===== config.mk =====
export PLATFORM = sky130hd
export DESIGN_NAME = i2c_reg_init_seq
export DESIGN_NICKNAME = d
export VERILOG_FILES = /design/src/rtl/i2c_reg_init_seq.sv
export SDC_FILE = /design/constraint.sdc
export NUM_CORES = 1
export LEC_CHECK = 0
export ABC_AREA = 1
export BUFFER_PORTS_ARGS = -buffer_cell sky130_fd_sc_hd__buf_2
export CAP_MARGIN = 15
export CORE_MARGIN = 4
export CORE_UTILIZATION = 60
export CTS_CLUSTER_DIAMETER = 80
export DETAILED_ROUTE_END_ITERATION = 10
export PLACE_DENSITY = 0.88
export SLEW_MARGIN = 25
export SYNTH_ARGS = -nofsm -noshare
export SYNTH_HDL_FRONTEND = slang
export SYNTH_SLANG_ARGS = --single-unit

===== constraint.sdc =====
create_clock -name iCLK -period 5.9 [get_ports iCLK]
set_clock_uncertainty 0.1 [all_clocks]
set_input_delay 0.295 -clock iCLK [delete_from_list [all_inputs] [get_ports iCLK]]
set_output_delay 0.295 -clock iCLK [all_outputs]
set_load 0.1 [all_outputs]

===== src/rtl/i2c_reg_init_seq.sv =====
// Table-driven I2C register-initialisation sequencer: walks {op, reg, data} entries,
// drives the byte-level controller's GO/END/ACK handshake, retries NACKs and re-runs on request.
module i2c_reg_init_seq #(
    parameter int         CLK_FREQ      = 50000000,
    parameter int         I2C_FREQ      = 20000,
    parameter logic [7:0] DEV_ADDR      = 8'h72,
    parameter int         REG_W         = 8,
    parameter int         DATA_W        = 8,
    parameter int         ADDR_W        = 6,
    parameter int         NUM_ENTRIES   = 31,
    parameter int         MAX_RETRY     = 3,
    parameter int         TRIG_DEBOUNCE = 4,
    parameter bit         AUTO_START    = 1'b1
) (
    input  logic                          iCLK,
    input  logic                          iRST,
    input  logic                          iSTART,
    input  logic                          iTRIG_N,
    output logic                          oTICK,
    output logic [ADDR_W-1:0]             oROM_ADDR,
    input  logic [REG_W+DATA_W:0]         iROM_DATA,
    output logic [8+REG_W+DATA_W-1:0]     oI2C_DATA,
    output logic                          oI2C_GO,
    input  logic                          iI2C_END,
    input  logic                          iI2C_ACK,
    output logic                          oBUSY,
    output logic                          oDONE,
    output logic                          oERROR,
    output logic [ADDR_W-1:0]             oERR_INDEX
);

    localparam int PAY_W   = REG_W + DATA_W;
    localparam int DIV_RAW = CLK_FREQ / (2 * I2C_FREQ);
    localparam int DIV     = (DIV_RAW < 1) ? 1 : DIV_RAW;
    localparam int DIV_W   = (DIV > 1) ? $clog2(DIV) : 1;
    localparam int RETRY_W = (MAX_RETRY > 0) ? $clog2(MAX_RETRY + 1) : 1;
    localparam int DEB_W   = (TRIG_DEBOUNCE > 1) ? $clog2(TRIG_DEBOUNCE) : 1;

    typedef enum logic [2:0] {
        S_IDLE,
        S_FETCH,
        S_WAIT,
        S_GAP,
        S_DELAY,
        S_NEXT,
        S_DONE,
        S_ERROR
    } state_e;

    state_e                  state_q, state_d;
    logic [DIV_W-1:0]        divCnt_q;
    logic                    tick;
    logic [ADDR_W-1:0]       index_q, index_d;
    logic [RETRY_W-1:0]      retry_q, retry_d;
    logic [PAY_W-1:0]        delay_q, delay_d;
    logic [8+PAY_W-1:0]      i2cData_q, i2cData_d;
    logic                    go_q, go_d;
    logic                    busy_q, busy_d;
    logic                    done_q, done_d;
    logic                    error_q, error_d;
    logic [ADDR_W-1:0]       errIndex_q, errIndex_d;
    logic                    pending_q, pending_d;
    logic [DEB_W-1:0]        deb_q, deb_d;

    logic                    romOp;
    logic [PAY_W-1:0]        romPayload;

    assign romOp      = iROM_DATA[PAY_W];
    assign romPayload = iROM_DATA[PAY_W-1:0];

    // Free-running work-tick divider shared with the I2C controller.
    always_ff @(posedge iCLK or posedge iRST) begin
        if (iRST) begin
            divCnt_q <= '0;
        end else if (divCnt_q == DIV_W'(DIV - 1)) begin
            divCnt_q <= '0;
        end else begin
            divCnt_q <= divCnt_q + DIV_W'(1);
        end
    end

    assign tick = (divCnt_q == DIV_W'(DIV - 1));

    always_ff @(posedge iCLK or posedge iRST) begin
        if (iRST) begin
            state_q    <= S_IDLE;
            index_q    <= '0;
            retry_q    <= '0;
            delay_q    <= '0;
            i2cData_q  <= '0;
            go_q       <= 1'b0;
            busy_q     <= 1'b0;
            done_q     <= 1'b0;
            error_q    <= 1'b0;
            errIndex_q <= '0;
            pending_q  <= AUTO_START;
            deb_q      <= '0;
        end else begin
            state_q    <= state_d;
            index_q    <= index_d;
            retry_q    <= retry_d;
            delay_q    <= delay_d;
            i2cData_q  <= i2cData_d;
            go_q       <= go_d;
            busy_q     <= busy_d;
            done_q     <= done_d;
            error_q    <= error_d;
            errIndex_q <= errIndex_d;
            pending_q  <= pending_d;
            deb_q      <= deb_d;
        end
    end

    always_comb begin
        state_d    = state_q;
        index_d    = index_q;
        retry_d    = retry_q;
        delay_d    = delay_q;
        i2cData_d  = i2cData_q;
        go_d       = go_q;
        busy_d     = busy_q;
        done_d     = done_q;
        error_d    = error_q;
        errIndex_d = errIndex_q;
        pending_d  = pending_q;
        deb_d      = deb_q;

        if (iSTART && !busy_q) begin
            pending_d = 1'b1;
        end

        // Re-run trigger only arms in DONE/ERROR; any high tick restarts the count.
        if (busy_q || !((state_q == S_DONE) || (state_q == S_ERROR))) begin
            deb_d = '0;
        end else if (tick) begin
            if (iTRIG_N) begin
                deb_d = '0;
            end else if (deb_q == DEB_W'(TRIG_DEBOUNCE - 1)) begin
                deb_d     = '0;
                pending_d = 1'b1;
            end else begin
                deb_d = deb_q + DEB_W'(1);
            end
        end

        if (tick) begin
            case (state_q)
                S_IDLE, S_DONE, S_ERROR: begin
                    if (pending_q) begin
                        index_d   = '0;
                        retry_d   = '0;
                        done_d    = 1'b0;
                        error_d   = 1'b0;
                        busy_d    = 1'b1;
                        pending_d = 1'b0;
                        state_d   = S_FETCH;
                    end
                end
                S_FETCH: begin
                    if (!romOp) begin
                        i2cData_d = {DEV_ADDR, romPayload};
                        go_d      = 1'b1;
                        state_d   = S_WAIT;
                    end else if (romPayload == '0) begin
                        done_d  = 1'b1;
                        busy_d  = 1'b0;
                        state_d = S_DONE;
                    end else begin
                        delay_d = romPayload;
                        state_d = S_DELAY;
                    end
                end
                S_WAIT: begin
                    if (iI2C_END) begin
                        go_d = 1'b0;
                        if (!iI2C_ACK) begin
                            state_d = S_NEXT;
                        end else if (retry_q < RETRY_W'(MAX_RETRY)) begin
                            retry_d = retry_q + RETRY_W'(1);
                            state_d = S_GAP;
                        end else begin
                            errIndex_d = index_q;
                            error_d    = 1'b1;
                            busy_d     = 1'b0;
                            state_d    = S_ERROR;
                        end
                    end
                end
                S_GAP: begin
                    go_d    = 1'b1;
                    state_d = S_WAIT;
                end
                S_DELAY: begin
                    if (delay_q <= PAY_W'(1)) begin
                        delay_d = '0;
                        state_d = S_NEXT;
                    end else begin
                        delay_d = delay_q - PAY_W'(1);
                    end
                end
                S_NEXT: begin
                    retry_d = '0;
                    if (index_q == ADDR_W'(NUM_ENTRIES - 1)) begin
                        done_d  = 1'b1;
                        busy_d  = 1'b0;
                        state_d = S_DONE;
                    end else begin
                        index_d = index_q + ADDR_W'(1);
                        state_d = S_FETCH;
                    end
                end
                default: begin
                    state_d = S_IDLE;
                end
            endcase
        end
    end

    assign oTICK      = tick;
    assign oROM_ADDR  = index_q;
    assign oI2C_DATA  = i2cData_q;
    assign oI2C_GO    = go_q;
    assign oBUSY      = busy_q;
    assign oDONE      = done_q;
    assign oERROR     = error_q;
    assign oERR_INDEX = errIndex_q;

endmodule

### Yosys cells after proc, flatten, opt, wreduce, memory -nomap -nowiden

Index checks and enable logic that the tools add are counted.

* ROM bits: 0
* register bits: 68
* input bits: 23
* RAM bits: 0
* bits in latches: 0
* memories: 0
* word-level logic and storage cells: 124

* multipliers: 0
* mux-type cells: 54
* shifts and indexed selects: 0
* eq/ne operators: 22
* $add $sub $neg: 5
* bitwise gates (word level): 2
* order comparisons: 2
* divide/modulo/power cells: 0
* reductions and logical operators: 26

Operators by type and width (count)
* two-way mux 16 bit: 3
* case mux 16 bit (2 select lines): 1
* two-way mux 1 bit: 24
* != test 2 bit, second input constant: 12
* two-way mux 3 bit: 7
* two-way mux 2 bit: 9
* case mux 3 bit (6 select lines): 1
* AND reduction 6 bit: 3
* less-or-equal comparator 16 x 1 -> 1 bit, second input constant: 1
* logical NOT 16 bit: 1
* AND reduction 4 bit: 4
* subtractor 16 x 1 -> 16 bit, second input constant: 1
* equality test 3 bit, second input constant: 4
* two-way mux 6 bit: 2
* case mux 6 bit (2 select lines): 1
* adder 11 x 1 -> 11 bit, second input constant: 1
* equality test 11 bit, second input constant: 1
* two-way mux 11 bit: 1
* AND reduction 9 bit: 1
* nonzero test 3 bit: 3
* nonzero test 2 bit: 4
* adder 6 x 1 -> 6 bit, second input constant: 1
* equality test 3 x 2 -> 1 bit, second input constant: 2
* equality test 6 x 5 -> 1 bit, second input constant: 1
* 17 further kinds: 22

### Logic depth before layout (Yosys ltp)

Gate-level depths: netlist of run 1.

* depth in word-level cells: 10
* mapped depth: 12
* depth with buffers taken out: 12

### Least setup slack after synthesis of run 1

Ideal clock, no wire load.

* kind: register to register
* start: reg index_q[1], in the netlist oROM_ADDR[1]
* end: reg busy_q, in the netlist oBUSY
* period minus slack after synthesis: 2117 ps
* cell stages (with the launch flop): 9
* data arrival time: 1904 ps
* path slack: 3783 ps
* data required time: 5687 ps
* buffers on the path: 0
* cells stage by stage: dfrtp_1 ha_1 nand3_1 o21ai_1 nand3_1 nor2_1 nand3_1 nand2_1 inv_1

* word-level cells in the longest chain between the ends: 3

RTL lines
* start: declaration: RTL line 53 `logic [ADDR_W-1:0] index_q, index_d;`
* start signal: assignment: RTL line 100 `index_q <= index_d;`
* equality test 6 x 5 -> 1 bit: RTL line 203 `if (index_q == ADDR_W'(NUM_ENTRIES - 1)) begin`
* != test 2 bit (no line)
* AND reduction 9 bit (no line)
* end signal: assignment: RTL line 105 `busy_q <= busy_d;`
* end: declaration: RTL line 58 `logic busy_q, busy_d;`

Every way passes these cells.
A chain may end at the register's enable or synchronous reset.

### Worst setup path after layout of run 1

* start: reg divCnt_q[1]
* end: out oTICK

* word-level cells in the longest chain between the ends: 1

RTL lines
* start: declaration: RTL line 51 `logic [DIV_W-1:0] divCnt_q;`
* start signal: assignment: RTL line 78 `divCnt_q <= divCnt_q + DIV_W'(1);`
* equality test 11 bit: RTL line 82 `assign tick = (divCnt_q == DIV_W'(DIV - 1));`
* end: declaration: RTL line 19 `output logic oTICK,`

Every way passes these cells.

==> metrics, run 1 <==
outcome completed; H-tree Lvls 3; Setup Fix Bufs, Post-CTS 0; Via Count 3787; Seq/Total Area, Yosys a little over two fifths; Max Slew Vio Count 0; vias per inst ~5.4; Crit path required time 5.51 ns; Starting Density 62.8%; n_diodes 0; Post-CTS Hold Buffers 0; worst path bufs/invs 4; Die Y 90.0 um; P_sw 0.229 mW; CP Class flop to output pin; Ports 64; sw frac 22.7%; DRT Wirelength between 9000 and 10000 um; setup TNS 0 ns; CTS tree built; YS warnings 0; Final Power 1.01 mW; Bufs on Longest Clock Path 2; number of DRC markers in iteration 0 264; Int Pwr 0.782 mW; PortBufs just under 60; GRT Total Usage 25.6%; crit path max fanout 23; pwr dens around 220 mW/mm2; chip width roughly 90 um; VDD IR-drop max around 0.18 mV; most common cell after layout, fill and taps aside nand2_1; Slew @ Worst Pin 0.852 ns; area of the die 0.00810 mm2; HPWL after DPL 7110 um; Main synth FF type dfrtp_1; Startpoint Class flop; Worst path max stage delay 0.54 ns; minimum clock period 2.93 ns; area grow syn2layout 13.8%; cts bufs inserted 9; family with the most delay on the worst path buffers and inverters; largest net degree at the start of global routing 69; Final Setup Violations 0; Hold Crit Class input pin to async pin; Max Clk Rate 0.341 GHz; Mapped Area 0.00403 mm2; Post-layout nets 647; layout cells sized above 1 between 10% and 20%; clock latency at the later pin of the worst-skew pair 0.35 ns; grt ovf 0; maxcap violations 0; Netlist cell types 36; EDFF count, synth 0; worst path cell trace inv_1, ha_1, nand2_1, inv_1, nand2_1, nor2_1, nand2_1, inv_1, buf_2; Antenna Violating Nets Remaining 0; initial antenna violation count 0; combinational share of power around 4.5%; CTS clk-pin slew, worst paths around 0.08 ns; relative slew slack 43.2%; Initial DRT Pass Iterations 5; post-cts repair resize count 0; crit path capture type output pin; average wire per standard cell 14.3 um; vias in the first global route 3704; final weighted congestion in routability-driven placement roughly 0.87; crit path DAT 2.54 ns; global-route wire length before repair 17100 um; Final Hold Fails 0; Post-Synthesis Cells 559; leading cell types in the layout, fill and taps excluded nand2_1 (198), dfrtp_1 (67), inv_1 (59), buf_2 (59), nor2_1 (58); clk root buf clkbuf_8; RSZ-0062 raised after global routing no; # rows 29; Async SR Flop Fraction 100%; # clock sinks 68; Leak Pwr approximately 2.5 nW; DRC 0; Critical Path Slowest Stage Cell buf_2; sequential share of power 46.1%; crit share post-route about 50%; synthesized flop and latch total 68; Clock Power Share 49.4%; syn avg cell area a little over 7 um2; Core ar. 0.00642 mm2
## sequential cells by signal, summed over array words and instances, names as in the netlist, 2 cells and up
| name | flops |
|---|---|
| deb_q | 2 |
| delay_q | 16 |
| divCnt_q | 11 |
| oERR_INDEX | 6 |
| oI2C_DATA | 17 |
| oROM_ADDR | 6 |
| retry_q | 2 |
| state_q | 3 |
## routing by layer
metal	global-route usage [%]	wire length [um]
met2	42.5	4930
met3	5.51	589
met1	32.5	4230
met4	11.0	215
met5	0	0
## per-stage QoR
stage                     cell area [um2]  setup slack (ns)  instances  utilization, %  hold slack [ns]
after floorplan                      4040              3.78        562               -            0.340
after global placement               4330              3.51        682            67.4            0.350
after detailed placement             4330              3.35        682            67.4            0.355
after CTS                            4590              2.98        698            71.4            0.122
after global routing                 4590              2.73        698            71.4            0.126
final                                4590              2.97        698            71.4           0.0636
## power by group through the flow
| stage | logic [mW] | clock network (mW) | registers [mW] |
|---|---|---|---|
| 3_3_place_gp | 0.0445 | 0 | 0.475 |
| 2_1_floorplan | 0.0275 | 0 | 0.478 |
| 3_5_place_dp | 0.0452 | 0 | 0.475 |
| 5_1_grt | 0.0497 | 0.532 | 0.466 |
| 4_1_cts | 0.0452 | 0.499 | 0.466 |
| 6_report | 0.0455 | 0.499 | 0.466 |
## cells by family after synthesis
family,share of synthesized area (%)
compound gates,6.73
xor+xnor,3.26
fa+ha+maj,2.48
buf+inv,9.22
flops,42.2
other cells,0.0930
simple gates,36.0
## path summary, 6_finish.rpt
check	cells after the start	to	slack, ns	start
max	9	oTICK	2.97	divCnt_q[1]
min	3	oI2C_DATA[6]	0.06	iRST
max reg2reg	11	oI2C_DATA[0]	3.12	divCnt_q[1]
min reg2reg	2	oERROR	0.38	oERROR
max in group asynchronous	3	oI2C_GO	5.05	iRST
min in group iCLK	3	oI2C_DATA[8]	0.12	iROM_DATA[8]
## final cells by class
cell class,count,area [um2]
multi-input combinational,409,1970
sequential,68,1700
timing repair buffer,60,303
inverter,68,258
clock buffer,11,151
clock inverter,5,108
fill,510,1830
tap,77,96.3
## cells in the mapped netlist, types with 4 or more instances
| cell | n | share of area, % |
|---|---|---|
| nor2_4 | 4 | 1.1 |
| o22ai_1 | 5 | 0.78 |
| xnor2_1 | 4 | 0.87 |
| nand3_2 | 5 | 1.2 |
| nand3_1 | 40 | 5.0 |
| a21oi_1 | 7 | 0.87 |
| nand2_2 | 4 | 0.62 |
| buf_4 | 9 | 1.7 |
| xor2_1 | 11 | 2.4 |
| buf_2 | 7 | 0.87 |
| o21ai_1 | 15 | 1.9 |
| o21ai_0 | 18 | 2.2 |
| nand2_1 | 198 | 18 |
| inv_1 | 60 | 5.6 |
| ha_1 | 8 | 2.5 |
| nor3_1 | 6 | 0.74 |
| dfrtp_1 | 67 | 42 |
| nor2_1 | 58 | 5.4 |
| nor2_2 | 5 | 0.78 |
| nand4_1 | 4 | 0.62 |
| inv_2 | 7 | 0.65 |
## worst min-delay path, delay by kind of cell
kind,cells,cell delay [ns]
buf+inv,3,0.76
No activity file was read; power rests on OpenSTA's default activity.
==> run 2: changes to the inputs <==
CORE_UTILIZATION = 57   (was 60)
PLACE_DENSITY = 0.84   (was 0.88)
clock period = 2.7 ns   (was 5.9 ns; I/O delays follow)
==> run 2 against run 1 <==
Combinational power rose to 2.7 times the previous value. Sequential share of layout area down 1.2 points. Die area up 4.8%. Critical path type unchanged. Routed wire length up 0.60%. Global-route usage down 0.077 points. Non-clock buffer count up 18. Power up 99%. Critical path depth unchanged. Largest cell class unchanged. Clock-buffer cell count unchanged.
==> metrics, run 2 (synthesized netlist as in run 1, its figures left out) <==
CP Class flop to output pin; Via Count 3786 (-0.026%); most common cell after layout, fill and taps aside nand2_1; clk root buf clkbuf_8; family with the most delay on the worst path buffers and inverters; Die Y 92.1 um (+2.4%); final weighted congestion in routability-driven placement 0.947 (+9.5%); P_sw 0.494 mW (+120%); setup TNS 0 ns (unchanged); vias per inst 5.15 (-5.1%); Inst Count DP 702 (+2.9%); outcome completed; crit share post-route between 80 and 90%; Hold Crit Class input pin to flop; combinational share of power 6.0% (+1.5 points); # clock sinks 68 (unchanged); crit path max fanout 9 (-61%); Bufs on Longest Clock Path 2 (unchanged); clock latency at the later pin of the worst-skew pair 0.35 ns (about the same); average wire per standard cell 13.6 um (-4.5%); Core ar. 0.00683 mm2 (+6.4%); pwr dens 423 mW/mm2 (+92%); global-route wire length before repair 17400 um (+1.5%); chip width 92.1 um (+2.4%); VDD IR-drop max 0.262 mV (+47%); Startpoint Class flop; area of the die 0.00848 mm2 (+4.8%); n_diodes 0 (unchanged); Leak Pwr 2.54 nW (+2.1%); Final Hold Fails 0 (unchanged); Reg2Reg Setup Slack 0.37 ns (-2.75 ns); crit path DAT 2.10 ns (-0.44 ns); cts bufs inserted 9 (unchanged); worst path bufs/invs 4 (unchanged); leading cell types in the layout, fill and taps excluded nand2_1 (198), dfrtp_1 (67), inv_1 (59), buf_2 (59), nor2_1 (58); sw frac 24.6% (+1.9 points); RSZ-0062 raised after global routing no; relative slew slack 53.8% (+11 points); Worst path max stage delay 0.50 ns (-0.04 ns); grt ovf 0 (unchanged); Ports 64 (unchanged); Crit path required time 2.47 ns (-3.04 ns); Post-layout nets 665 (+2.8%); GRT Total Usage 25.5% (-0.077 points); CTS clk-pin slew, worst paths 0.07 ns (about the same); layout cells sized above 1 17.2% (-0.50 points); worst path cell trace inv_1, ha_1, nand2_1, inv_1, nand2_1, nor2_1, nand2_1, inv_1, buf_2; PortBufs 59 (unchanged); DRT Wirelength 10000 um (+0.60%); Critical Path Slowest Stage Cell buf_2; maxcap violations 0 (unchanged); Cell Count, Final, Fillers Out 735 (+5.3%); minimum clock period 2.33 ns; Final Setup Violations 0 (unchanged); crit path capture type output pin; number of DRC markers in iteration 0 244 (-7.6%); Max Slew Vio Count 0 (unchanged); CTS tree built; Max Clk Rate 0.429 GHz; initial antenna violation count 0 (unchanged); HPWL after DPL 7170 um (+0.87%); DRC 0 (unchanged); H-tree Lvls 3 (unchanged); max reg flops 17 (unchanged); Clock Power Share 43.2% (-6.2 points); # rows 30 (+3.4%); largest net degree at the start of global routing 37 (-46%); Starting Density 59.0% (-3.8 points); Antenna Violating Nets Remaining 0 (unchanged); Slew @ Worst Pin 0.692 ns (-0.160 ns); area grow syn2layout 17.7%; Initial DRT Pass Iterations 5 (unchanged); sequential share of power 50.7% (+4.6 points); Int Pwr 1.51 mW (+94%); vias in the first global route 3790 (+2.3%)
[run 2: worst paths after layout]
check                                   start            end  depth (start not counted)
worst min register to register  oERR_INDEX[3]  oERR_INDEX[3]                          2
worst min-delay path                  iTRIG_N       deb_q[1]                          4
min in group asynchronous                iRST  oI2C_DATA[12]                          3
worst max register to register    divCnt_q[1]   oI2C_DATA[0]                         10
worst max-delay path              divCnt_q[1]          oTICK                          9
max in group asynchronous                iRST         oERROR                          4
[run 2: stage by stage]
step	cell area (um2)	utilization, %	hold WS (ns)	setup WS (ns)	power [mW]
finish	4740	69.5	0.0390	0.367	2.01
global placement	4370	64.0	0.183	0.643	1.14
CTS	4740	69.5	0.0334	0.372	2.02
floorplan	4040	-	0.180	0.583	1.10
detailed placement	4370	64.0	0.189	0.508	1.14
global route	4740	69.5	0.101	0.143	2.07
[run 2: timing repair]
| item | CTS | global route |
|---|---|---|
| hold buffers | 17 | 0 |
| resized for setup | 0 | 0 |
| buffers inserted | 0 | 0 |
| endpoints found under the hold margin | 47 | 0 |
[run 2: power groups by stage]
stage	combinational, mW	clock [mW]	sequential (mW)
2_1_floorplan	0.0601	0	1.04
3_3_place_gp	0.100	0	1.04
3_5_place_dp	0.101	0	1.04
4_1_cts	0.120	0.876	1.02
5_1_grt	0.133	0.918	1.02
6_report	0.121	0.867	1.02
[run 2: final cells by class]
type,instances,area (um2)
Clock inverter,5,60.1
Inverter,68,258
Multi-Input combinational cell,409,1970
Timing Repair Buffer,78,493
Tap cell,96,120
Sequential cell,68,1700
Clock buffer,11,141
Fill cell,534,2090
[run 2: worst register-to-register path: cells and delay by family, from the launching register on]
family | cells | cell delay [ns]
simple gates | 5 | 0.82
compound gates | 1 | 0.40
buf+inv | 3 | 0.36
flops | 1 | 0.39
fa+ha+maj | 1 | 0.16
[run 2: layer usage]
| layer | vias up | wire length [um] | global-route usage, % |
|---|---|---|---|
| met2 | 141 | 4810 | 41.2 |
| li1 | 1885 | - | - |
| met5 | - | 0 | 0 |
| met1 | 1709 | 4230 | 31.6 |
| met4 | 0 | 469 | 15.1 |
| met3 | 51 | 510 | 5.17 |
==> run 3: changes to the inputs <==
RECOVER_POWER = 50   (was not set)
==> run 3 against run 2 <==
Die area stayed put. Largest cell class unchanged. Worst hold slack gained 0.0044 ns. Power about the same. Sequential power about the same. Critical endpoint unchanged. Clock-buffer cell count did not move. Highest routed layer unchanged. Non-clock buffer count unchanged. Worst setup slack gained 0.0060 ns. Design area decreased by 0.42%.
==> metrics, run 3 (synthesized netlist as in run 1, its figures left out) <==
outcome completed; vias per inst 5.17 (+0.45%); Max Clk Rate 0.430 GHz (+0.26%); crit path DAT 2.09 ns (about the same); final weighted congestion in routability-driven placement 0.947 (unchanged); layout cells sized above 1 14.6% (-2.7 points); crit path capture type output pin; GRT Total Usage 25.5% (unchanged); CTS tree built; # clock sinks 68 (unchanged); DRT Wirelength 10100 um (+0.74%); VDD IR-drop max 0.261 mV (-0.24%); CP Class flop to output pin; clk root buf clkbuf_8; Final Power 2.01 mW (about the same); Ports 64 (unchanged); Die Y 92.1 um (unchanged); maxcap violations 0 (unchanged); CTS clk-pin slew, worst paths 0.07 ns (about the same); max reg flops 17 (unchanged); leading cell types in the layout, fill and taps excluded nand2_1 (198), dfrtp_1 (67), inv_1 (60), nor2_1 (58), buf_2 (43); area of the die 0.00848 mm2 (unchanged); Core ar. 0.00683 mm2 (unchanged); most common cell after layout, fill and taps aside nand2_1; Setup Fix Bufs, Post-CTS 0 (unchanged); # rows 30 (unchanged); Startpoint Class flop; Starting Density 59.0% (unchanged); DRC 0 (unchanged); Post-layout nets 665 (unchanged); H-tree Lvls 3 (unchanged); Leak Pwr 2.47 nW (-2.5%); Critical Path Slowest Stage Cell buf_2; Final Hold Fails 0 (unchanged); Min Hold Slack 0.0434 ns (+0.00436 ns); pre-CTS WS 0.508 ns (unchanged); HPWL after DPL 7170 um (unchanged); Worst path max stage delay 0.50 ns (about the same); area grow syn2layout 17.2%; Crit path required time 2.47 ns (about the same); Hold Crit Class input pin to flop; grt ovf 0 (unchanged); average wire per standard cell 13.7 um (+0.74%); n_diodes 0 (unchanged); crit path max fanout 9 (unchanged); global-route wire length before repair 17400 um (unchanged); worst path bufs/invs 4 (unchanged); R2R Path Start divCnt_q[1]; Final Setup Violations 0 (unchanged); minimum clock period 2.33 ns (-0.00604 ns); cts bufs inserted 9 (unchanged); Slew @ Worst Pin 1.26 ns (+0.570 ns); setup TNS 0 ns (unchanged); largest net degree at the start of global routing 37 (unchanged); start point of the critical path divCnt_q[1]; number of DRC markers in iteration 0 257 (+5.3%); clock latency at the later pin of the worst-skew pair 0.35 ns (about the same); worst path cell trace inv_1, ha_1, nand2_1, inv_1, nand2_1, nor2_1, nand2_1, inv_1, buf_2; PortBufs 59 (unchanged); RSZ-0062 raised after global routing no; crit share post-route 86.2% (-0.22 points); Antenna Violating Nets Remaining 0 (unchanged); vias in the first global route 3790 (unchanged); family with the most delay on the worst path buffers and inverters; Max Slew Vio Count 0 (unchanged); Final WS setup 0.373 ns (+0.00604 ns); chip width 92.1 um (unchanged); Initial DRT Pass Iterations 6 (+1); relative slew slack 15.8% (-38 points); post-cts repair resize count 0 (unchanged); pwr dens 425 mW/mm2 (+0.36%); Worst Min Path Start iTRIG_N; Bufs on Longest Clock Path 2 (unchanged); initial antenna violation count 0 (unchanged); Via Count 3803 (+0.45%)
==> run 3: changes by cell type in the layout (fill, tap and decap cells not counted) <==
cell,delta
buf_2,-16
inv_2,-1
inv_1,+1
clkbuf_1,+16
==> run 3: cell type report <==
cell class              instances  area [um2]
inverters                      68         258
repair buffers                 78         473
well taps                      96         120
flip-flops and latches         68        1700
multi-input cells             409        1970
fillers                       542        2110
clock buffers                  11         141
clock inverters                 5        60.1
==> run 3: stage by stage <==
stage,cells,instance area (um2),utilization (%)
detailed placement,702,4370,64.0
CTS,735,4740,69.5
floorplan,562,4040,-
global route,735,4720,69.2
global placement,702,4370,64.0
finish,735,4720,69.2
==> run 3: layer usage <==
metal | track usage, % | share of wire (%) | wire length [um] | vias up
li1 | - | - | - | 1881
met1 | 31.6 | 42 | 4220 | 1715
met2 | 41.2 | 48 | 4850 | 156
met3 | 5.17 | 5.5 | 558 | 51
met4 | 15.1 | 4.6 | 467 | 0
met5 | 0 | 0 | 0 | -
==> run 3: worst register-to-register path: cells and delay by family (launching register included) <==
kind / cells / cell delay (ns)
buffers and inverters: 3 / 0.35
flip-flops: 1 / 0.39
AO/OA/AOI/OAI: 1 / 0.39
AND/OR/NAND/NOR: 5 / 0.81
adder cells (fa/ha/maj): 1 / 0.16
==> run 3: where the power goes <==
group	internal (mW)	switching, mW
sequential	1.02	0.000342
combinational	0.0398	0.0816
clock	0.456	0.411
total	1.51	0.493
==> run 3: final timing paths <==
| path | slack [ns] | cells past startpoint | to |
|---|---|---|---|
| max | 0.37 | 9 | oTICK |
| min | 0.04 | 4 | deb_q[1] |
| max reg2reg | 0.39 | 10 | oI2C_DATA[0] |
| min reg2reg | 0.38 | 2 | oERR_INDEX[3] |
| max in group asynchronous | 1.13 | 4 | oERROR |
| min in group asynchronous | 0.57 | 3 | oI2C_DATA[12] |
==> run 3: timing repair <==
| action | 4_1_cts | 5_1_grt |
|---|---|---|
| endpoints found under the setup margin | 0 | 0 |
| hold buffers | 17 | 0 |
| endpoints found under the hold margin | 47 | 0 |
